[src/rtl/pc_pkg.sv]
// Shared definitions for the program-counter generator.
//   pc_state_e        : fetch FSM state (init hold, running, halted)
//   DefaultXlen       : default program-counter width in bits
//   DefaultInstBytes  : default sequential increment in bytes
package pc_pkg;

  localparam int unsigned DefaultXlen      = 32;
  localparam int unsigned DefaultInstBytes = 4;

  typedef enum logic [1:0] {
    StInit = 2'd0,
    StRun  = 2'd1,
    StHalt = 2'd2
  } pc_state_e;

endpackage

[src/rtl/pc_next_sel.sv]
// Next-pc priority mux with target alignment.
// Ports:
//   pc              in   current fetch address
//   stall           in   hold the pc
//   redir_valid     in   redirect request
//   redir_target    in   redirect destination
//   trap_valid      in   trap request (beats redirect)
//   trap_target     in   trap handler address
//   pc_plus         out  pc + INST_BYTES (wraps modulo 2^XLEN)
//   take_target     out  a trap or redirect is requested this cycle
//   target          out  selected target with low alignment bits cleared
//   target_misalign out  selected target had nonzero low alignment bits
//   run_next        out  next pc in the running state: target > stall > sequential
module pc_next_sel
  import pc_pkg::*;
#(
  parameter int unsigned XLEN       = DefaultXlen,
  parameter int unsigned INST_BYTES = DefaultInstBytes
) (
  input  logic [XLEN-1:0] pc,
  input  logic            stall,
  input  logic            redir_valid,
  input  logic [XLEN-1:0] redir_target,
  input  logic            trap_valid,
  input  logic [XLEN-1:0] trap_target,
  output logic [XLEN-1:0] pc_plus,
  output logic            take_target,
  output logic [XLEN-1:0] target,
  output logic            target_misalign,
  output logic [XLEN-1:0] run_next
);

  localparam logic [XLEN-1:0] LowMask = XLEN'(INST_BYTES - 1);

  logic [XLEN-1:0] raw_target;

  always_comb begin
    pc_plus         = pc + XLEN'(INST_BYTES);
    take_target     = trap_valid | redir_valid;
    raw_target      = trap_valid ? trap_target : redir_target;
    target          = raw_target & ~LowMask;
    target_misalign = |(raw_target & LowMask);

    if (take_target) begin
      run_next = target;
    end else if (stall) begin
      run_next = pc;
    end else begin
      run_next = pc_plus;
    end
  end

endmodule

[src/rtl/pc_gen.sv]
// Program-counter generator: holds RESET_VEC for INIT_CYCLES after reset, then fetches
// sequentially, honouring trap/redirect/stall/halt requests.
// Ports:
//   clk           in   clock, rising edge
//   rst           in   asynchronous active-high reset
//   stall         in   hold pc
//   redir_valid   in   branch/jump redirect request
//   redir_target  in   redirect destination
//   trap_valid    in   trap request
//   trap_target   in   trap handler address
//   halt          in   stop fetching
//   pc            out  current fetch address (registered)
//   pc_plus       out  pc + INST_BYTES (combinational)
//   pc_valid      out  pc is a live fetch address
//   misalign      out  last loaded target had nonzero low bits (one cycle)
module pc_gen
  import pc_pkg::*;
#(
  parameter int unsigned     XLEN        = DefaultXlen,
  parameter logic [XLEN-1:0] RESET_VEC   = '0,
  parameter int unsigned     INIT_CYCLES = 1,
  parameter int unsigned     INST_BYTES  = DefaultInstBytes
) (
  input  logic            clk,
  input  logic            rst,
  input  logic            stall,
  input  logic            redir_valid,
  input  logic [XLEN-1:0] redir_target,
  input  logic            trap_valid,
  input  logic [XLEN-1:0] trap_target,
  input  logic            halt,
  output logic [XLEN-1:0] pc,
  output logic [XLEN-1:0] pc_plus,
  output logic            pc_valid,
  output logic            misalign
);

  localparam logic [3:0] InitLast = 4'(INIT_CYCLES - 1);

  pc_state_e       state_q, state_d;
  logic [XLEN-1:0] pc_q, pc_d;
  logic [3:0]      init_cnt_q, init_cnt_d;
  logic            mis_q, mis_d;

  // Request captured during the init hold; a trap is never displaced by a redirect.
  logic            pend_valid_q, pend_valid_d;
  logic            pend_trap_q, pend_trap_d;
  logic [XLEN-1:0] pend_target_q, pend_target_d;
  logic            pend_mis_q, pend_mis_d;

  logic            take_target;
  logic [XLEN-1:0] target;
  logic            target_misalign;
  logic [XLEN-1:0] run_next;

  pc_next_sel #(
    .XLEN       (XLEN),
    .INST_BYTES (INST_BYTES)
  ) u_next_sel (
    .pc              (pc_q),
    .stall           (stall),
    .redir_valid     (redir_valid),
    .redir_target    (redir_target),
    .trap_valid      (trap_valid),
    .trap_target     (trap_target),
    .pc_plus         (pc_plus),
    .take_target     (take_target),
    .target          (target),
    .target_misalign (target_misalign),
    .run_next        (run_next)
  );

  always_comb begin
    state_d       = state_q;
    pc_d          = pc_q;
    init_cnt_d    = init_cnt_q;
    mis_d         = 1'b0;
    pend_valid_d  = pend_valid_q;
    pend_trap_d   = pend_trap_q;
    pend_target_d = pend_target_q;
    pend_mis_d    = pend_mis_q;

    unique case (state_q)
      StInit: begin
        init_cnt_d = init_cnt_q + 4'd1;
        if (trap_valid || (redir_valid && !pend_trap_q)) begin
          pend_valid_d  = 1'b1;
          pend_trap_d   = pend_trap_q | trap_valid;
          pend_target_d = target;
          pend_mis_d    = target_misalign;
        end
        if (init_cnt_q == InitLast) begin
          state_d    = StRun;
          init_cnt_d = '0;
          if (pend_valid_d) begin
            pc_d  = pend_target_d;
            mis_d = pend_mis_d;
          end
          pend_valid_d = 1'b0;
          pend_trap_d  = 1'b0;
          pend_mis_d   = 1'b0;
        end
      end
      StRun: begin
        if (take_target) begin
          pc_d  = target;
          mis_d = target_misalign;
        end else if (halt) begin
          state_d = StHalt;
        end else begin
          pc_d = run_next;
        end
      end
      StHalt: begin
        // Only a trap or redirect restarts fetch; stall, halt and sequencing are ignored.
        if (take_target) begin
          state_d = StRun;
          pc_d    = target;
          mis_d   = target_misalign;
        end
      end
      default: begin
        state_d = StInit;
        pc_d    = RESET_VEC;
      end
    endcase
  end

  always_ff @(posedge clk or posedge rst) begin
    if (rst) begin
      state_q       <= StInit;
      pc_q          <= RESET_VEC;
      init_cnt_q    <= '0;
      mis_q         <= 1'b0;
      pend_valid_q  <= 1'b0;
      pend_trap_q   <= 1'b0;
      pend_target_q <= '0;
      pend_mis_q    <= 1'b0;
    end else begin
      state_q       <= state_d;
      pc_q          <= pc_d;
      init_cnt_q    <= init_cnt_d;
      mis_q         <= mis_d;
      pend_valid_q  <= pend_valid_d;
      pend_trap_q   <= pend_trap_d;
      pend_target_q <= pend_target_d;
      pend_mis_q    <= pend_mis_d;
    end
  end

  assign pc       = pc_q;
  assign pc_valid = (state_q == StRun);
  assign misalign = mis_q;

endmodule
[config.mk]
export PLATFORM = sky130hd
export DESIGN_NAME = pc_gen
export DESIGN_NICKNAME = d
export VERILOG_FILES = /design/src/rtl/pc_pkg.sv /design/src/rtl/pc_next_sel.sv /design/src/rtl/pc_gen.sv
export SDC_FILE = /design/constraint.sdc
export NUM_CORES = 1
export LEC_CHECK = 0
export ABC_AREA = 0
export CORE_MARGIN = 5
export CORE_UTILIZATION = 35
export DETAILED_ROUTE_END_ITERATION = 6
export DONT_BUFFER_PORTS = 1
export PLACE_DENSITY = 0.55
export SKIP_LAST_GASP = 1
export SYNTH_ARGS = -nofsm -noshare
export SYNTH_HDL_FRONTEND = slang
export SYNTH_HIERARCHICAL = 1
export SYNTH_SLANG_ARGS = --single-unit
[constraint.sdc]
create_clock -name clk -period 2.7 [get_ports clk]
set_input_delay 0.135 -clock clk [delete_from_list [all_inputs] [get_ports clk]]
set_output_delay 0.135 -clock clk [all_outputs]
set_load 0.05 [all_outputs]
==> results.md <==
- Highest-delay cell along the critical path: or4_4
- DRC viols: 0
- ANT cells: 0
- CP arrival: 2.52 ns
- H-Tree Level Count: 3
- Core area: 0.0160 sq mm
- Slowest cell delay on critical path: 0.66 ns
- Final instance area: 0.00692 sq mm
- GRT busiest layer: met2
- Worst Hold Class: input pin to flop
- Actual slew at the worst max-slew pin: 0.816 ns
- Final Hold Violating Endpoints: 0
- P per Cell Area: 1250 mW/mm^2
- Final wirelength: 19500 microns
- Tot GR Track Use: 0.207
- Placement Cell Area: 0.00658 sq mm
- Gr ovfl total: 0
- CP max FO: 6
- Hold_ws: 0.0242 ns
- Flops & latches, synth: 74
- Die width: 138 microns
- Clk_skew: 0.00622 ns
- Post-route clock period utilization: 0.982
- Largest net degree at the start of global routing: 75
- DR vias: 5550
- Crit end category: primary output
- WL/cell: 20.9 microns
- Worst-Skew Late Latency: 0.35 ns
- Status: finished clean
- FFs w/ async S/R, synth: 1.00
- Starting DRC count in detailed routing: 439
- Sw Pwr: 0.00449 W
- Max-slew headroom: 0.454
- Met3 usage: 0.0519
- F_max: 0.377 GHz
- Fillers: 1607
- Setup Viol. Count Final: 0
- Footprint of the multi-input gates: 0.00362 sq mm
- Crit path kind: flop to primary output
- Clock period minus worst slack: 2.65 ns
- Initial core utilization: 0.358
- Net Sw Frac: 0.519
- Post-synth EDFFs: 0
- Grt met1 use: 0.271
- Cell count after synthesis: 676
- Die H: 138 microns
- Cells along the critical path: nand4_1 -> or4_4 -> or4_4 -> xnor2_4 -> buf_12
- RSZ-0062 raised after global routing: yes
- Post-synth cell types: 59
- Vias in the first global route: 5348
- IO buf count: 0
- Seq/Total Area, Yosys: 0.323
- Post-DP HPWL: 13200 microns
- Drt first pass iters: 5
- Slew Limit Fails: 0
- Comb pwr share: 0.628
- Clock share of power: 0.140
- Internal: 0.00416 W
- Area growth syn-to-layout: 20.7%
- Via/cell ratio: 5.92
- Reg area: 0.00187 sq mm
- Clk slew on worst S/H paths: 0.06 ns
- Root Driver: clkbuf_16
- Data required time of the worst path: 2.57 ns
- CTS tree: done
- Syn_area_per_cell: 8.48 sq um
- First-pass GRT wire length: 30400 microns
- Seq pwr share: 0.232
- Peak supply drop: 0.631 mV
- Yosys warns: 6
- Share of layout cells above drive strength 1: 0.254
- Initial antenna violation count: 0
- DIE AREA: 0.0190 sq mm
- Most common cell on crit path: or4_4
- Max-cap violations: 0
- Worst-case clock buffer depth: 2
- Mapped Area: 0.00573 sq mm
- Sink Count: 74
- Post-route ant nets: 0
- Synth Flop Type: dfrtp_1
- Final nets: 795
- Total power: 0.00865 W
- IO Count: 136
- # rows: 46
- Met2 Use GR: 0.338
- Pleak: 2.88 nW
- TNS Setup: 0 ns
- Number of buffers created by CTS: 9
- Type of origin of the critical path: flop
- RePlAce Congestion: 0.844
[routing by layer]
| metal | up-vias | part of all wire |
|---|---|---|
| met5 | - | 0 |
| li1 | 2561 | - |
| met1 | 2730 | 0.42 |
| met3 | 28 | 0.078 |
| met4 | 0 | 0.019 |
| met2 | 231 | 0.48 |
[cell usage after synthesis (6+ instances only)]
cell type | n | area [sq um]
buf_4 | 6 | 45.0
and4_1 | 6 | 52.6
xor2_1 | 16 | 140
nand4_1 | 13 | 81.3
a211oi_1 | 8 | 60.1
nor3_1 | 26 | 130
a22o_1 | 31 | 272
inv_1 | 13 | 48.8
nor2_1 | 45 | 169
dfrtp_1 | 74 | 1850
a22oi_1 | 31 | 233
a21oi_1 | 20 | 100
nand3_1 | 13 | 65.1
buf_6 | 7 | 78.8
nor4_1 | 6 | 37.5
xnor2_1 | 27 | 236
o211ai_1 | 62 | 465
buf_2 | 6 | 30.0
mux2_2 | 34 | 383
nand2_1 | 118 | 443
ha_1 | 9 | 113
clkbuf_1 | 39 | 146
[final cells by class]
class,count,area share
multi-input cells,526,0.524
repair buffers,92,0.119
well taps,216,0.0391
inverters,13,0.00705
flip-flops and latches,74,0.270
clock inverters,3,0.00579
clock buffers,13,0.0362
[cell families (layout without fill, tap and decap cells)]
kind of cell / Yosys count / in the layout / share of synthesized area
buffers and inverters: 77 / 121 / 0.0650
AND/OR/NAND/NOR: 253 / 253 / 0.209
multiplexers: 37 / 37 / 0.0720
adder cells (fa/ha/maj): 9 / 9 / 0.0196
AO/OA/AOI/OAI: 181 / 181 / 0.242
other: 1 / 2 / 0.000654
XOR/XNOR: 44 / 44 / 0.0685
flip-flops: 74 / 74 / 0.323
[worst max-delay path, delay by kind of cell, from the launching register on]
family	cells	cell delay, ns
xor gates and xnor gates	1	0.17
DFF	1	0.39
buffers and inverters	1	0.15
and+or+nand+nor	3	1.45
[metrics by stage]
| step | util | cells | setup slack, ns |
|---|---|---|---|
| floorplan | - | 677 | -0.0812 |
| detailed placement | 0.411 | 916 | 0.292 |
| global route | 0.432 | 937 | -0.0474 |
| finish | 0.432 | 937 | 0.0476 |
| CTS | 0.430 | 934 | 0.0115 |
| global placement | 0.411 | 916 | 0.349 |
[worst paths after layout]
| kind | depth (start not counted) | end | slack [ns] | startpoint |
|---|---|---|---|---|
| setup / recovery | 5 | pc_plus[25] | 0.05 | pc[10] |
| hold / removal | 2 | pend_target_q[26] | 0.02 | trap_valid |
| setup reg to reg | 8 | pc[19] | 0.14 | pc[10] |
| hold reg to reg | 2 | pend_target_q[11] | 0.47 | pend_target_q[11] |
| max in group asynchronous | 3 | pc[2] | 2.01 | rst |
| min in group asynchronous | 3 | pend_target_q[9] | 0.33 | rst |
[cell usage in the layout (no fill, tap or decap), types with 20 or more instances in the layout]
cell type and n:
buf_4 80, xnor2_1 22, a22oi_1 31, dfrtp_1 63
a21oi_1 20, nor2_1 44, nor3_1 24, nand2_1 118
mux2_2 34, a22o_1 31, o211ai_1 62
[flip-flops by register name (all words and copies together) (netlist names)]
name / count
pend_valid_q: 1
misalign: 1
pend_mis_q: 1
pend_trap_q: 1
pend_target_q: 32
state_q: 2
init_cnt_q: 4
pc: 32
[power groups by stage]
stage                     clock (W)  combinational (W)  sequential (W)
final                       0.00121            0.00543         0.00201
after global routing        0.00129            0.00580         0.00207
after CTS                   0.00123            0.00545         0.00201
after detailed placement          0            0.00542         0.00202
after global placement            0            0.00535         0.00200
after floorplan                   0            0.00320         0.00274
[repair_timing]
item | in CTS | in global routing
pin swaps | 1 | 3
hold buffers | 2 | 0
hold endpoints to repair | 80 | 0
endpoints found under the setup margin | 1 | 4
setup buffers | 0 | 3
gates resized for setup | 0 | 2
gates cloned | 0 | 0
(Power assumes the default switching activity.)
